$ cat config.mk
export PLATFORM = sky130hd
export DESIGN_NAME = imem_loadable_flat
export DESIGN_NICKNAME = d
export VERILOG_FILES = /design/src/rtl/imem_loadable_pkg.sv /design/src/rtl/imem_loadable_if.sv /design/src/rtl/imem_loadable_sp_ram.sv /design/src/rtl/imem_loadable.sv /design/src/flat_wrapper.sv
export SDC_FILE = /design/constraint.sdc
export NUM_CORES = 1
export LEC_CHECK = 0
export ABC_AREA = 1
export CORE_MARGIN = 1
export CORE_UTILIZATION = 30
export DETAILED_ROUTE_END_ITERATION = 6
export PLACE_DENSITY_LB_ADDON = 0.25
export SETUP_SLACK_MARGIN = 0.5
export SYNTH_ARGS = -nofsm -noshare
export SYNTH_HDL_FRONTEND = slang
export SYNTH_SLANG_ARGS = --single-unit
$ cat constraint.sdc
create_clock -name clk -period 3.5 [get_ports clk]
set_input_delay 0.7 -clock clk [delete_from_list [all_inputs] [get_ports clk]]
set_output_delay 0.7 -clock clk [all_outputs]
set_load 0.03 [all_outputs]
$ cat src/rtl/imem_loadable_pkg.sv
// Shared types and defaults for the loadable instruction memory.
// Holds the fault codes, FSM state encoding and default bus widths.
package imem_loadable_pkg;

    localparam int DEF_INSTR_W = 16;
    localparam int DEF_ADDR_W  = 8;

    typedef enum logic [1:0] {
        FAULT_OK       = 2'b00,
        FAULT_MISALIGN = 2'b01,
        FAULT_RANGE    = 2'b10
    } fault_e;

    typedef enum logic {
        ST_RUN  = 1'b0,
        ST_LOAD = 1'b1
    } state_e;

endpackage

$ cat src/rtl/imem_loadable_if.sv
// Load-stream and fetch bus of the instruction memory.
// master = loader/fetch stage side, slave = memory side.
interface imem_loadable_if
    import imem_loadable_pkg::*;
#(
    parameter int INSTR_W = DEF_INSTR_W,
    parameter int ADDR_W  = DEF_ADDR_W
);
    logic               load_start;
    logic               load_valid;
    logic [INSTR_W-1:0] load_data;
    logic               load_last;
    logic               load_ready;
    logic               load_done;
    logic               load_err;

    logic               fetch_req;
    logic [ADDR_W-1:0]  fetch_addr;
    logic               fetch_ready;
    logic [INSTR_W-1:0] instr;
    logic               instr_valid;
    logic [1:0]         fault;

    modport master (
        output load_start, load_valid, load_data, load_last, fetch_req, fetch_addr,
        input  load_ready, load_done, load_err, fetch_ready, instr, instr_valid, fault
    );

    modport slave (
        input  load_start, load_valid, load_data, load_last, fetch_req, fetch_addr,
        output load_ready, load_done, load_err, fetch_ready, instr, instr_valid, fault
    );

endinterface

$ cat src/rtl/imem_loadable_sp_ram.sv
// Simple-dual-access word RAM: synchronous write, registered read.
// The read register only updates on i_re so it holds the last fetched word.
module imem_sp_ram #(
    parameter int DATA_W = 16,
    parameter int DEPTH  = 28,
    parameter int ADDR_W = 5
) (
    input  logic              clk,
    input  logic              i_we,
    input  logic [ADDR_W-1:0] i_waddr,
    input  logic [DATA_W-1:0] i_wdata,
    input  logic              i_re,
    input  logic [ADDR_W-1:0] i_raddr,
    output logic [DATA_W-1:0] o_rdata
);

    logic [DATA_W-1:0] r_mem [0:DEPTH-1];
    logic [DATA_W-1:0] r_rdata;

    always_ff @(posedge clk) begin
        if (i_we) begin
            r_mem[i_waddr] <= i_wdata;
        end
        if (i_re) begin
            r_rdata <= r_mem[i_raddr];
        end
    end

    assign o_rdata = r_rdata;

endmodule

$ cat src/rtl/imem_loadable.sv
// Loadable instruction memory: RUN/LOAD FSM, write pointer, fetch decode and faults.
// Program words stream in during LOAD; fetch returns one instruction per cycle in RUN.
module imem_loadable
    import imem_loadable_pkg::*;
#(
    parameter int                 INSTR_W  = DEF_INSTR_W,
    parameter int                 ADDR_W   = DEF_ADDR_W,
    parameter int                 DEPTH    = 28,
    parameter logic [INSTR_W-1:0] NOP_WORD = '0
) (
    input  logic            clk,
    input  logic            rst,
    imem_loadable_if.slave  bus
);

    localparam int                RAM_AW    = (DEPTH > 1) ? $clog2(DEPTH) : 1;
    localparam int                WPTR_W    = $clog2(DEPTH + 1);
    localparam logic [ADDR_W-1:0] DEPTH_IDX = ADDR_W'(DEPTH);
    localparam logic [WPTR_W-1:0] DEPTH_PTR = WPTR_W'(DEPTH);

    state_e              r_state;
    state_e              w_state_next;
    logic [WPTR_W-1:0]   r_wptr;
    logic [WPTR_W-1:0]   w_wptr_next;
    logic                r_load_err;
    logic                w_load_err_next;
    logic                r_load_done;
    logic                w_load_done_next;
    logic                w_we;

    logic                r_instr_valid;
    fault_e              r_fault;
    fault_e              w_fault;
    logic                r_use_ram;

    logic                w_fetch_ready;
    logic                w_fetch_acc;
    logic                w_re;
    logic                w_room;
    logic [ADDR_W-2:0]   w_widx;
    logic [INSTR_W-1:0]  w_ram_rdata;

    // load_start wins over a fetch in the same cycle
    assign w_fetch_ready = (r_state == ST_RUN) && !bus.load_start;
    assign w_fetch_acc   = bus.fetch_req && w_fetch_ready;
    assign w_widx        = bus.fetch_addr[ADDR_W-1:1];
    assign w_room        = (r_wptr < DEPTH_PTR);

    always_comb begin
        w_fault = FAULT_OK;
        if (bus.fetch_addr[0]) begin
            w_fault = FAULT_MISALIGN;
        end else if ({1'b0, w_widx} >= DEPTH_IDX) begin
            w_fault = FAULT_RANGE;
        end
    end

    assign w_re = w_fetch_acc && (w_fault == FAULT_OK);

    always_comb begin
        w_state_next     = r_state;
        w_wptr_next      = r_wptr;
        w_load_err_next  = r_load_err;
        w_load_done_next = 1'b0;
        w_we             = 1'b0;
        case (r_state)
            ST_RUN: begin
                if (bus.load_start) begin
                    w_state_next    = ST_LOAD;
                    w_wptr_next     = '0;
                    w_load_err_next = 1'b0;
                end
            end
            ST_LOAD: begin
                if (bus.load_start) begin
                    w_wptr_next     = '0;
                    w_load_err_next = 1'b0;
                end else if (bus.load_valid) begin
                    if (w_room) begin
                        w_we        = 1'b1;
                        w_wptr_next = r_wptr + WPTR_W'(1);
                    end else begin
                        w_load_err_next = 1'b1;
                    end
                    if (bus.load_last) begin
                        w_state_next     = ST_RUN;
                        w_load_done_next = 1'b1;
                    end
                end
            end
            default: w_state_next = ST_RUN;
        endcase
    end

    always_ff @(posedge clk) begin
        if (!rst) begin
            r_state     <= ST_RUN;
            r_wptr      <= '0;
            r_load_err  <= 1'b0;
            r_load_done <= 1'b0;
        end else begin
            r_state     <= w_state_next;
            r_wptr      <= w_wptr_next;
            r_load_err  <= w_load_err_next;
            r_load_done <= w_load_done_next;
        end
    end

    // fault/source only move on an accepted fetch, so instr holds otherwise
    always_ff @(posedge clk) begin
        if (!rst) begin
            r_instr_valid <= 1'b0;
            r_fault       <= FAULT_OK;
            r_use_ram     <= 1'b0;
        end else begin
            r_instr_valid <= w_fetch_acc;
            if (w_fetch_acc) begin
                r_fault   <= w_fault;
                r_use_ram <= (w_fault == FAULT_OK);
            end
        end
    end

    imem_sp_ram #(
        .DATA_W (INSTR_W),
        .DEPTH  (DEPTH),
        .ADDR_W (RAM_AW)
    ) u_ram (
        .clk     (clk),
        .i_we    (w_we && rst),
        .i_waddr (r_wptr[RAM_AW-1:0]),
        .i_wdata (bus.load_data),
        .i_re    (w_re && rst),
        .i_raddr (w_widx[RAM_AW-1:0]),
        .o_rdata (w_ram_rdata)
    );

    assign bus.load_ready  = (r_state == ST_LOAD);
    assign bus.load_done   = r_load_done;
    assign bus.load_err    = r_load_err;
    assign bus.fetch_ready = w_fetch_ready;
    assign bus.instr       = r_use_ram ? w_ram_rdata : NOP_WORD;
    assign bus.instr_valid = r_instr_valid;
    assign bus.fault       = r_fault;

endmodule

$ cat src/flat_wrapper.sv
// flat-port wrapper written by rule: the top's interface ports become plain ports
module imem_loadable_flat import imem_loadable_pkg::*;
#(
    parameter int                 INSTR_W  = DEF_INSTR_W,
    parameter int                 ADDR_W   = DEF_ADDR_W,
    parameter int                 DEPTH    = 28,
    parameter logic [INSTR_W-1:0] NOP_WORD = '0
)
  (clk, rst, bus_load_start, bus_load_valid, bus_load_data, bus_load_last, bus_fetch_req, bus_fetch_addr, bus_load_ready, bus_load_done, bus_load_err, bus_fetch_ready, bus_instr, bus_instr_valid, bus_fault);
  imem_loadable_if #(.INSTR_W(INSTR_W), .ADDR_W(ADDR_W)) bus_i ();
  input  logic clk;
  input  logic rst;
  input wire logic [$bits(bus_i.load_start)-1:0] bus_load_start;
  input wire logic [$bits(bus_i.load_valid)-1:0] bus_load_valid;
  input wire logic [$bits(bus_i.load_data)-1:0] bus_load_data;
  input wire logic [$bits(bus_i.load_last)-1:0] bus_load_last;
  input wire logic [$bits(bus_i.fetch_req)-1:0] bus_fetch_req;
  input wire logic [$bits(bus_i.fetch_addr)-1:0] bus_fetch_addr;
  output wire logic [$bits(bus_i.load_ready)-1:0] bus_load_ready;
  output wire logic [$bits(bus_i.load_done)-1:0] bus_load_done;
  output wire logic [$bits(bus_i.load_err)-1:0] bus_load_err;
  output wire logic [$bits(bus_i.fetch_ready)-1:0] bus_fetch_ready;
  output wire logic [$bits(bus_i.instr)-1:0] bus_instr;
  output wire logic [$bits(bus_i.instr_valid)-1:0] bus_instr_valid;
  output wire logic [$bits(bus_i.fault)-1:0] bus_fault;
  assign bus_i.load_start = bus_load_start;
  assign bus_i.load_valid = bus_load_valid;
  assign bus_i.load_data = bus_load_data;
  assign bus_i.load_last = bus_load_last;
  assign bus_i.fetch_req = bus_fetch_req;
  assign bus_i.fetch_addr = bus_fetch_addr;
  assign bus_load_ready = bus_i.load_ready;
  assign bus_load_done = bus_i.load_done;
  assign bus_load_err = bus_i.load_err;
  assign bus_fetch_ready = bus_i.fetch_ready;
  assign bus_instr = bus_i.instr;
  assign bus_instr_valid = bus_i.instr_valid;
  assign bus_fault = bus_i.fault;
  imem_loadable #(.INSTR_W(INSTR_W), .ADDR_W(ADDR_W), .DEPTH(DEPTH), .NOP_WORD(NOP_WORD)) u_core (.clk(clk), .rst(rst), .bus(bus_i));
endmodule
==> reports/results.tsv <==
stage	metric	value	unit
status	status	finished clean	
drt	number of DRC markers in iteration 0	1278	
power	pwr dens	529	nW/µm²
logic_synthesis	Mapped Area	20200	µm²
floorplan	io pins	53	
timing	Rel. slew slack	42.5	%
clock_network	clock sink count	476	
drt	met3 WL	3.03	mm
grt	initial antenna violation count	0	
timing	post-layout min period	2800	ps
worst_setup_path	Setup CP Type	in -> out	
drt	Detail Route met2 WL	26.4	mm
grt	largest net degree at the start of global routing	120	
logic_synthesis	Post-synth EDFFs	464	
finish	Fill cells	6607	
logic_synthesis	synth unique cells	21	
finish	Final nets	2014	
logic_synthesis	Area contributors post-synth	edfxtp_1, nand2_1, nand3_1	
worst_setup_path	r2r startpoint	u_core.bus.load_ready	
logic_synthesis	Post-Synth Adder-Cell Area	0.248	%
drt	vias per std cell	4.62	
grt	number of global-route vias before repair	13200	
logic_synthesis	top cell type's share of synthesized area	69.1	%
logic_synthesis	main combinational cell family by area after synthesis	simple AND/OR/NAND/NOR gates	
finish	share of cells above drive strength 1	8.11	%
clock_network	Worst-path clk slew	60	ps
logic_synthesis	Synth area leader	edfxtp_1	
timing	worst-margin pin slew	863	ps
power	Lkg Pwr	9.39	nW
floorplan	CORE AREA	66100	µm²
worst_setup_path	Critical Path AT	2100	ps
floorplan	Die W	261	µm
logic_synthesis	cell count after synthesis	1904	
logic_synthesis	most common cell in the netlist	nand2_1	
grt	total track usage	16.6	%
drt	final wirelength	55.7	mm
timing	Tcrit/Tclk final	80.0	%
power	Reg power frac	50.5	%
power	Psw	2.82	mW
clock_network	total CTS buffers	52	
power	switching share of power	22.7	%
drt	met1 WL	25.0	mm
floorplan	Core Rows	94	
clock_network	Max H-tree Level	2	
worst_setup_path	critical path startpoint	bus_load_start	
timing	skew final	29.9	ps
hold_path	worst hold path type	reg -> reg	
clock_network	Clock Root Buffer	clkbuf_16	
worst_setup_path	crit path launch type	input port	
finish	ANT cells	0	
logic_synthesis	asr flop ratio synth	0	%
logic_synthesis	YS warnings	0	
timing	final hold vios	0	
worst_setup_path	critical-path maximum fanout	4	
logic_synthesis	most frequently used flop master after synthesis	edfxtp_1	
clock_network	Clock Latency Late Sink	600	ps
power	Comb pwr share	5.9	%
floorplan	Die H	261	µm
drt	Final ANT Viol Nets	0	
timing	setup TNS	0	ps
logic_synthesis	Post-Synth Simple-Gate Area	20.3	%
grt	gr ovfl total	0	
worst_setup_path	Critical Path End Type	output pin	
clock_network	CTS Hold Bufs	0	
drt	highest routed layer	met4	
run	number of max-cap violations	0	
finish	Syn-to-layout area delta	16.2	%
logic_synthesis	Synth Area per Inst	10.6	µm²
drt	WL per Instance	19.3	µm
drt	Vias	13300	
hold_path	hold_sp	u_core.bus.fault[1]	
logic_synthesis	sequential area share after synthesis	70.2	%
drt	# DRC	0	
timing	RSZ-0062 raised after global routing	no	
clock_network	CTS tree	yes	
power	clock share of power	43.6	%
logic_synthesis	Syn Nets	1938	
power	cell internal pwr	9.59	mW
place	HPWL after detailed placement	33.4	mm
clock_network	maximum clock path buffer count	3	
grt	first-pass GRT wire length	83.8	mm
logic_synthesis	multiplexer area fraction after synthesis	0	%
logic_synthesis	Synth Area in XOR/XNOR	0	%
logic_synthesis	Synth Area in Compound Gates	1.82	%
power	peak supply drop	0.000322	V
logic_synthesis	Synth top cells by count	nand2_1, edfxtp_1, inv_1	
logic_synthesis	synthesized flop and latch total	476	
timing	endpoints failing setup	0	
finish	Multi-input gate area	4520	µm²
finish	Post-Layout Cell Count	2885	
timing	FMAX	357	MHz
worst_setup_path	WP data required	2800	ps
finish	Register Area	14200	µm²
place	placed insts	2790	
drt	drt first pass iters	7	
floorplan	die area	68300	µm²
place	PortBufs	52	
timing	Final Max Tran Viols	0	
place	global placement routability congestion	0.841	
floorplan	initial cell density of the core	30.5	%
## path summary, 6_finish.rpt
check / endpoint / slack (ps) / cells after the start
hold / removal: u_core.bus.fault[1] / 470 / 2
hold reg to reg: u_core.bus.fault[1] / 470 / 2
setup reg to reg: u_core.u_ram.r_mem[17][5] / 1460 / 5
setup / recovery: bus_fetch_ready / 700 / 3
## layout make-up
cell class | count | share of cell area (%)
flip-flops and latches | 476 | 60.4
multi-input cells | 1076 | 19.3
clock buffers | 61 | 5.78
well taps | 864 | 4.61
repair buffers | 114 | 4.39
inverters | 260 | 4.19
clock inverters | 34 | 1.30
## cell families (layout without fill, tap and decap cells)
family | after synthesis | after routing
AND/OR/NAND/NOR | 1000 | 1000
flip-flops | 476 | 476
buffers and inverters | 352 | 469
AO/OA/AOI/OAI | 72 | 72
adder cells (fa/ha/maj) | 4 | 4
## repair_timing
item / in CTS / in global routing
resized for setup: 1 / 0
buffers inserted: 0 / 0
hold endpoints to repair: 0 / 0
endpoints found under the setup margin: 14 / 0
## critical path: stages
cell and delay, ps:
clkdlybuf4s50_1 440, nor2_1 230, clkdlybuf4s50_1 720
## metal layers
layer,vias to the layer above,track usage [%]
met2,362,27.1
met4,0,4.96
met1,6503,22.9
met3,84,2.28
met5,-,0
li1,6376,-
## power by group through the flow
| stage | registers [mW] | clock network [mW] | logic, mW |
|---|---|---|---|
| finish | 6.26 | 5.40 | 0.737 |
| global route | 6.26 | 5.70 | 0.813 |
| CTS | 6.26 | 5.50 | 0.749 |
| detailed placement | 6.39 | 0 | 0.747 |
| global placement | 6.39 | 0 | 0.746 |
| floorplan | 6.39 | 0 | 0.387 |
## cell usage in the layout, fill, tap and decap left out, types with 11 or more instances in the layout
cell and n:
edfxtp_1 464, dfxtp_1 11, or2_2 11, o21ai_0 42, clkbuf_16 53, buf_4 56
o21ai_1 15, clkinv_1 13, a21oi_1 13, nor2_1 123, nand2_1 607, nand3_1 255
inv_1 257, clkdlybuf4s50_1 41
## metrics by stage
| step | utilization [%] | worst slack (ps) | area (µm²) | hold WS (ps) | power, mW |
|---|---|---|---|---|---|
| after floorplan | - | 724 | 20200 | 477 | 6.78 |
| after global placement | 33.0 | 396 | 21800 | 463 | 7.13 |
| after detailed placement | 33.0 | 385 | 21800 | 463 | 7.13 |
| after CTS | 35.5 | 691 | 23500 | 478 | 12.5 |
| after global routing | 35.5 | 633 | 23500 | 502 | 12.8 |
| final | 35.5 | 701 | 23500 | 474 | 12.4 |
## sequential cells by signal (all words and copies together), names as in the netlist
| name | count |
|---|---|
| u_core.u_ram.r_mem | 448 |
| u_core.u_ram.o_rdata | 16 |
| u_core.r_wptr | 5 |
| u_core.bus.fault | 2 |
| u_core.bus.instr_valid | 1 |
| u_core.bus.load_done | 1 |
| u_core.bus.load_err | 1 |
| u_core.bus.load_ready | 1 |
| u_core.r_use_ram | 1 |
Power figures use the tool's default switching activity.
